**config.mk**
```make
export PLATFORM = sky130hd
export DESIGN_NAME = inst_fetch
export DESIGN_NICKNAME = d
export VERILOG_FILES = /design/src/rtl/inst_fetch.sv
export SDC_FILE = /design/constraint.sdc
export NUM_CORES = 1
export LEC_CHECK = 0
export CORE_MARGIN = 2
export CORE_UTILIZATION = 35
export DETAILED_ROUTE_END_ITERATION = 12
export DONT_BUFFER_PORTS = 1
export GPL_ROUTABILITY_DRIVEN = 0
export PLACE_DENSITY = 0.6
export SLEW_MARGIN = 5
export SYNTH_ARGS = -nofsm -noshare
export SYNTH_HDL_FRONTEND = slang
export SYNTH_SLANG_ARGS = --single-unit
```
**constraint.sdc**
```tcl
create_clock -name clk -period 4.8 [get_ports clk]
set_clock_uncertainty 0.05 [all_clocks]
set_input_delay 0.24 -clock clk [delete_from_list [all_inputs] [get_ports clk]]
set_output_delay 0.24 -clock clk [all_outputs]
set_load 0.02 [all_outputs]
```
**src/rtl/inst_fetch.sv**
```systemverilog
// Instruction fetch stage: keeps the fetch PC, reads one word at a time over Wishbone and
// hands each word with its PC to decode through a single valid/ready output register.
module inst_fetch #(
    parameter logic [31:0] RESET_PC = 32'h0000_0000,
    parameter logic [31:0] NOP_INST = 32'h0000_0013
) (
    input  logic        clk,
    input  logic        reset_n,
    output logic        wb_cyc_o,
    output logic        wb_stb_o,
    output logic [29:0] wb_adr_o,
    input  logic [31:0] wb_dat_i,
    input  logic        wb_ack_i,
    input  logic        redirect_valid,
    input  logic [31:0] redirect_pc,
    output logic        inst_valid,
    input  logic        inst_ready,
    output logic [31:0] inst,
    output logic [31:0] inst_pc
);

    typedef enum logic [1:0] {StIdle, StBus, StDrain} state_e;

    state_e      state_q, state_d;
    logic [31:0] pc_q, pc_d;
    logic [29:0] adr_q, adr_d;
    logic [31:0] inst_q, inst_d;
    logic [31:0] inst_pc_q, inst_pc_d;
    logic        valid_q, valid_d;

    always_comb begin
        state_d   = state_q;
        pc_d      = pc_q;
        adr_d     = adr_q;
        inst_d    = inst_q;
        inst_pc_d = inst_pc_q;
        valid_d   = valid_q;

        if (valid_q && inst_ready) begin
            valid_d = 1'b0;
            inst_d  = NOP_INST;
        end

        unique case (state_q)
            StIdle: begin
                if ((!valid_q || inst_ready) && !redirect_valid) begin
                    state_d = StBus;
                    adr_d   = pc_q[31:2];
                end
            end
            StBus: begin
                if (wb_ack_i) begin
                    state_d = StIdle;
                    // The slot is always empty here, so capture never collides with a held word.
                    if (!redirect_valid) begin
                        inst_d    = wb_dat_i;
                        inst_pc_d = pc_q;
                        valid_d   = 1'b1;
                        pc_d      = pc_q + 32'd4;
                    end
                end else if (redirect_valid) begin
                    state_d = StDrain;
                end
            end
            StDrain: begin
                if (wb_ack_i) begin
                    state_d = StIdle;
                end
            end
            default: state_d = StIdle;
        endcase

        // Redirect overrides capture and transfer; an in-flight request drains to completion.
        if (redirect_valid) begin
            pc_d    = {redirect_pc[31:2], 2'b00};
            valid_d = 1'b0;
            inst_d  = NOP_INST;
        end
    end

    always_ff @(posedge clk or negedge reset_n) begin
        if (!reset_n) begin
            state_q   <= StIdle;
            pc_q      <= RESET_PC;
            adr_q     <= RESET_PC[31:2];
            inst_q    <= NOP_INST;
            inst_pc_q <= RESET_PC;
            valid_q   <= 1'b0;
        end else begin
            state_q   <= state_d;
            pc_q      <= pc_d;
            adr_q     <= adr_d;
            inst_q    <= inst_d;
            inst_pc_q <= inst_pc_d;
            valid_q   <= valid_d;
        end
    end

    assign wb_cyc_o   = (state_q != StIdle);
    assign wb_stb_o   = wb_cyc_o;
    assign wb_adr_o   = adr_q;
    assign inst_valid = valid_q;
    assign inst       = inst_q;
    assign inst_pc    = inst_pc_q;

endmodule

```
==> results of run 1 <==
==> state kept, by name, summed over array words and instances (netlist names) <==
| signal | cells |
|---|---|
| inst | 32 |
| inst_pc | 30 |
| inst_valid | 1 |
| pc_q | 30 |
| state_q | 2 |
| wb_adr_o | 30 |
==> critical path, cell delays in order, from the launching register on <==
cell      delay, ps
dfrtp_1         440
or2_2           450
nand3b_1        650
buf_4           480
mux2_2          310
==> synth_stat cells <==
cell	n	area, um2
a21oi_1	3	15.0
a22o_1	29	254
a31oi_1	20	125
and2_1	1	6.26
and3_1	2	12.5
and3b_1	1	8.76
and4_1	2	17.5
buf_2	1	5.00
buf_4	3	22.5
clkbuf_1	27	101
clkbuf_2	1	5.00
clkinv_1	1	3.75
conb_1	1	3.75
dfrtp_1	122	3050
dfstp_2	3	78.8
ha_1	1	12.5
inv_1	5	18.8
mux2_2	26	293
mux2i_1	1	10.0
nand2_1	110	413
nand2b_1	1	6.26
nand3_1	8	40.0
nand3b_1	1	7.51
nand3b_4	1	20.0
nand4_1	8	50.1
nand4b_1	1	8.76
nor2_1	22	82.6
nor3_1	1	5.00
nor4_1	2	12.5
o21ai_0	27	135
o22a_1	3	26.3
o31ai_1	11	82.6
o41ai_1	1	8.76
or2_2	1	6.26
or3_1	10	62.6
or4_1	15	113
xnor2_1	6	52.6
xor2_1	3	26.3
==> stage by stage <==
stage	total power [mW]	area, um2	hold WS (ps)	setup slack (ps)	std cells
floorplan	1.99	5210	-106	2770	483
global placement	2.09	5340	-103	2340	639
detailed placement	2.12	5340	-103	2260	639
CTS	3.38	6580	59.4	2250	738
global route	3.51	6580	81.0	2050	738
finish	3.33	6580	74.2	2290	738
==> cell type report <==
type | count | area [um2]
clock buffers | 20 | 457
fillers | 1319 | 7960
clock inverters | 12 | 88.8
flip-flops and latches | 125 | 3130
repair buffers | 71 | 718
inverters | 6 | 22.5
well taps | 184 | 230
multi-input cells | 320 | 1930
==> path summary, 6_finish.rpt <==
path | startpoint | end | slack, ps
setup reg to reg | state_q[0]$_DFFE_PN0P_ | wb_adr_o[6]$_DFFE_PN0P_ | 2290
hold reg to reg | state_q[1]$_DFFE_PN0P_ | state_q[0]$_DFFE_PN0P_ | 500
max in group asynchronous | reset_n | inst[3]$_DFF_PN0_ | 3770
hold / removal | redirect_valid | inst_pc[2]$_DFFE_PN0P_ | 70
min in group asynchronous | reset_n | pc_q[31]$_DFFE_PN0P_ | 480
setup / recovery | state_q[0]$_DFFE_PN0P_ | wb_adr_o[6]$_DFFE_PN0P_ | 2290
==> per-layer routing <==
metal / vias to the layer above / part of all wire
met3: 13 / 0.064
met1: 1934 / 0.44
met4: 0 / 0.0071
met2: 154 / 0.49
li1: 1823 / -
met5: - / 0
==> cell families after synthesis <==
logic type	share of synthesized area
other cells	0.000720
compound gates	0.124
mux	0.0582
buf+inv	0.0300
flops	0.602
xor+xnor	0.0151
simple gates	0.168
fa+ha+maj	0.00240
==> report_power, final <==
part | switching (mW) | total, mW | internal (mW)
clock | 0.477 | 1.17 | 0.689
sequential | 0.466 | 1.76 | 1.29
combinational | 0.212 | 0.410 | 0.199
==> cells in the final DEF, fill, tap and decap left out, types with 4 or more instances in the layout <==
cell,netlist,layout
a22o_1,29,29
a31oi_1,20,20
buf_4,3,4
clkbuf_16,0,17
clkinvlp_4,0,4
dfrtp_1,122,122
dlygate4sd3_1,0,66
inv_1,5,5
mux2_2,26,26
nand2_1,110,110
nand3_1,8,8
nand4_1,8,8
nor2_1,22,21
o21ai_0,27,27
o31ai_1,11,11
or3_1,10,10
or4_1,15,15
xnor2_1,6,6
==> impl_metrics.env, run 1 <==
export IMPL_hold_viol=0
export IMPL_setup_violations=0
export IMPL_ys_ff_latch=125
export IMPL_vdd_ir_drop_worst_mv=0.242
export IMPL_placementRows=44
export IMPL_cts_setup_buffers=0
export IMPL_cts_hold_buf=67
export IMPL_diodes=0
export IMPL_grt_pass1_wl_mm=22.5
export IMPL_fp_dieArea_mm2=0.0159
export IMPL_min_path_cells=3
export IMPL_synth_cells=482
export IMPL_dieWidth_um=126
export IMPL_htreeDepth=4
export IMPL_rr_worst_depth=4
export IMPL_tns_ps=0
export IMPL_clock_fmax_mhz=399
export IMPL_use_met1=0.233
export IMPL_numPortBuffers=0
export IMPL_cts_num_sinks=125
export IMPL_cts_buffers=17
export IMPL_start_kind="flop"
export IMPL_period_share=0.522
export IMPL_antenna_found_initial=0
export IMPL_grt_met3_usage=0.0607
export IMPL_drt_iter0_drc=245
export IMPL_design_core_area_mm2=0.0145
export IMPL_report_final_slew_viol_count=0
export IMPL_grt_busiest_layer="met2"
export IMPL_track_usage=0.182
export IMPL_power_density_mw_per_mm2=507
export IMPL_crit_required_ps=5040
export IMPL_grt_pass1_vias=4133
export IMPL_slew_headroom=0.303
export IMPL_rsz0062_at_grt="false"
export IMPL_wl_per_cell_um=18.8
export IMPL_clk_pin_slew_ps=60
export IMPL_p_leak_nw=2.85
export IMPL_ant_nets=0
export IMPL_grt_max_degree=126
export IMPL_initial_core_util=0.358
export IMPL_grt_ovfl_total=0
export IMPL_nets=611
export IMPL_ios=166
export IMPL_syn_area_mm2=0.00520
export IMPL_cts_resized_gates=0
export IMPL_cts_max_path_buffers=2
export IMPL_drive_above_1_share=0.123
export IMPL_path_class="reg -> reg"
export IMPL_cp_end_kind="flop"
export IMPL_status="complete, no violations"
export IMPL_max_cap_viol_count=0
export IMPL_grt_use_met2=0.287
export IMPL_yosysWarnings=0
export IMPL_cp_max_fo=20
export IMPL_clk_latency_ps=410
export IMPL_worstMarginPinSlew_ps=1050
export IMPL_syn_avg_cell_area_um2=10.8
export IMPL_firstDrtPassIters=5
export IMPL_place_hpwl_mm=8.83
export IMPL_yosysSeqAreaShare=0.602
export IMPL_drc_errors=0
export IMPL_cts_tree="built"
export IMPL_finish_utilization=0.452
export IMPL_wl_mm=13.9
export IMPL_num_vias=3924
export IMPL_die_h_um=126
export IMPL_root_buffer="clkbuf_16"
export IMPL_areaGrowthSynthToFinish_pct=26.3
export IMPL_fin_crit_ps=2510
export IMPL_ys_types=38
export IMPL_cp_arrival_ps=2740
export IMPL_min_path_type="in -> reg"
export IMPL_routed_via_density=5.32
No activity file was read; power rests on OpenSTA's default activity.
==> inputs of run 2 (changes only) <==
--- a/config.mk
+++ b/config.mk
@@ -10,7 +10,7 @@
 export DETAILED_ROUTE_END_ITERATION = 12
 export DONT_BUFFER_PORTS = 1
 export GPL_ROUTABILITY_DRIVEN = 0
-export PLACE_DENSITY = 0.6
+export PLACE_DENSITY = 0.62
 export SLEW_MARGIN = 5
 export SYNTH_ARGS = -nofsm -noshare
 export SYNTH_HDL_FRONTEND = slang
==> constraint.sdc (replaced) <==
create_clock -name clk -period 2.28 [get_ports clk]
set_clock_uncertainty 0.05 [all_clocks]
set_input_delay 0.114 -clock clk [delete_from_list [all_inputs] [get_ports clk]]
set_output_delay 0.114 -clock clk [all_outputs]
set_load 0.02 [all_outputs]
==> run 2 against run 1 <==
Highest routed layer unchanged. Global-route usage is 0.44 points lower. The flow now finishes with violations (negative hold slack). First-iteration DRC count rose by 2.4%. Clock power grew 130%. Fmax increased by 18%. Combinational power rose by 110%. Sequential power rose by 110%. Sequential share of layout area fell by 0.99 points. Largest cell class unchanged. Critical path type unchanged. Critical path depth is the same. Design area up 2.1%.
==> impl_metrics.env, run 2 (synthesized netlist as in run 1, its figures left out) <==
export IMPL_largest_reg_flops=32
export IMPL_reg2reg_slack_ps=150
export IMPL_firstDrtPassIters=5
export IMPL_min_path_type="in -> async"
export IMPL_report_final_slew_viol_count=0
export IMPL_power_density_mw_per_mm2=1080
export IMPL_drive_above_1_share=0.145
export IMPL_crit_required_ps=2560
export IMPL_cts_buffers=17
export IMPL_ios=166
export IMPL_layout_common_cells="dfrtp_1, nand2_1, dlygate4sd3_1"
export IMPL_power_mw=7.24
export IMPL_rr_worst_depth=4
export IMPL_r2r_start="pc_q[6]$_DFFE_PN0P_"
export IMPL_initial_core_util=0.358
export IMPL_grt_max_degree=126
export IMPL_path_common_cell="or4_1"
export IMPL_p_int_mw=4.91
export IMPL_finish_utilization=0.462
export IMPL_p_leak_nw=2.92
export IMPL_cts_tree="built"
export IMPL_power_switching_mw=2.32
export IMPL_worst_path_buf_inv=0
export IMPL_cts_num_sinks=125
export IMPL_placementRows=44
export IMPL_routed_via_density=5.39
export IMPL_setup_violations=0
export IMPL_power_frac_clock=0.372
export IMPL_antenna_found_initial=1
export IMPL_wl_mm=13.6
export IMPL_slowest_delay_ps=760
export IMPL_root_buffer="clkbuf_16"
export IMPL_grt_pass1_wl_mm=21.9
export IMPL_drc_errors=0
export IMPL_power_frac_comb=0.119
export IMPL_cts_setup_buffers=0
export IMPL_slew_headroom=0.436
export IMPL_hold_slack_ps=-647
export IMPL_clock_fmax_mhz=469
export IMPL_start_kind="flop"
export IMPL_cp_top_family="simple AND/OR/NAND/NOR gates"
export IMPL_htreeDepth=4
export IMPL_rsz0062_at_grt="false"
export IMPL_nets=621
export IMPL_violations="negative hold slack"
export IMPL_drt_iter0_drc=251
export IMPL_cp_max_fo=11
export IMPL_place_hpwl_mm=8.93
export IMPL_cp_arrival_ps=2410
export IMPL_wl_per_cell_um=18.2
export IMPL_ant_nets=0
export IMPL_die_h_um=126
export IMPL_clk_latency_ps=410
export IMPL_track_usage=0.178
export IMPL_fin_crit_ps=2130
export IMPL_dieWidth_um=126
export IMPL_tns_ps=0
export IMPL_clk_pin_slew_ps=50
export IMPL_vdd_ir_drop_worst_mv=0.506
export IMPL_final_common_cell="dfrtp_1"
export IMPL_cts_hold_buf=65
export IMPL_cp_end_kind="flop"
export IMPL_grt_ovfl_total=0
export IMPL_worstPathCellList="nand3_1 > or4_1 > or4_1 > a31oi_1"
export IMPL_worstMarginPinSlew_ps=843
export IMPL_status="complete, but fails checks"
export IMPL_swShare=0.321
export IMPL_areaGrowthSynthToFinish_pct=29.0
export IMPL_design_core_area_mm2=0.0145
export IMPL_period_share=0.934
export IMPL_cp_slowest_cell="or4_1"
export IMPL_num_vias=4035
export IMPL_r2r_end="pc_q[21]$_DFFE_PN0P_"
export IMPL_numPortBuffers=0
export IMPL_seq_power_share=0.509
export IMPL_path_class="reg -> reg"
export IMPL_cts_max_path_buffers=2
export IMPL_max_cap_viol_count=0
export IMPL_fp_dieArea_mm2=0.0159
export IMPL_grt_pass1_vias=4256
export IMPL_hold_viol=125
[run 2: changes by cell type in the layout (fill, tap and decap cells not counted), sizes merged]
cell         change
buf             +11
diode            +1
inv              -3
dlygate4sd3      -1
clkbuf           +3
clkinv           -2
bufinv           +2
[run 2: what timing repair did]
item,in CTS,in global routing
endpoints found under the setup margin,0,4
hold endpoints to repair,200,125
gates resized for setup,0,3
[run 2: area by class of cell]
cell class | count | area, um2
Multi-Input combinational cell | 320 | 1940
Antenna cell | 1 | 2.50
Clock buffer | 23 | 498
Timing Repair Buffer | 81 | 783
Sequential cell | 125 | 3130
Inverter | 6 | 22.5
Clock inverter | 9 | 109
Fill cell | 1302 | 7820
Tap cell | 184 | 230
[run 2: how the worst max path moves through the flow]
stage / startpoint / to / cells after the start
3_3_place_gp: pc_q[3]$_DFFE_PN0P_ / pc_q[18]$_DFFE_PN0P_ / 5
3_5_place_dp: pc_q[3]$_DFFE_PN0P_ / pc_q[18]$_DFFE_PN0P_ / 5
5_1_grt: pc_q[6]$_DFFE_PN0P_ / pc_q[21]$_DFFE_PN0P_ / 4
6_report: pc_q[6]$_DFFE_PN0P_ / pc_q[21]$_DFFE_PN0P_ / 4
2_1_floorplan: state_q[1]$_DFFE_PN0P_ / pc_q[27]$_DFFE_PN0P_ / 5
4_1_cts: pc_q[3]$_DFFE_PN0P_ / pc_q[18]$_DFFE_PN0P_ / 5
[run 2: through the flow]
stage | instances | setup WS [ps] | cell area, um2
floorplan | 483 | 253 | 5210
global placement | 651 | 120 | 5450
detailed placement | 651 | 71.8 | 5450
CTS | 748 | 60.3 | 6700
global route | 749 | 23.4 | 6720
finish | 749 | 149 | 6720
[run 2: power groups by stage]
stage	registers, mW	clock network [mW]	logic [mW]
after floorplan	3.59	0	0.607
after global placement	3.70	0	0.718
after detailed placement	3.73	0	0.765
after CTS	3.69	2.76	0.867
after global routing	3.75	2.88	0.978
final	3.68	2.69	0.863
[run 2: per-layer routing]
| metal | vias up | global-route usage | wire, um |
|---|---|---|---|
| li1 | 1838 | - | - |
| met1 | 1991 | 0.213 | 5610 |
| met2 | 187 | 0.287 | 6680 |
| met3 | 19 | 0.0739 | 1170 |
| met4 | 0 | 0.0653 | 180 |
| met5 | - | 0 | 0 |
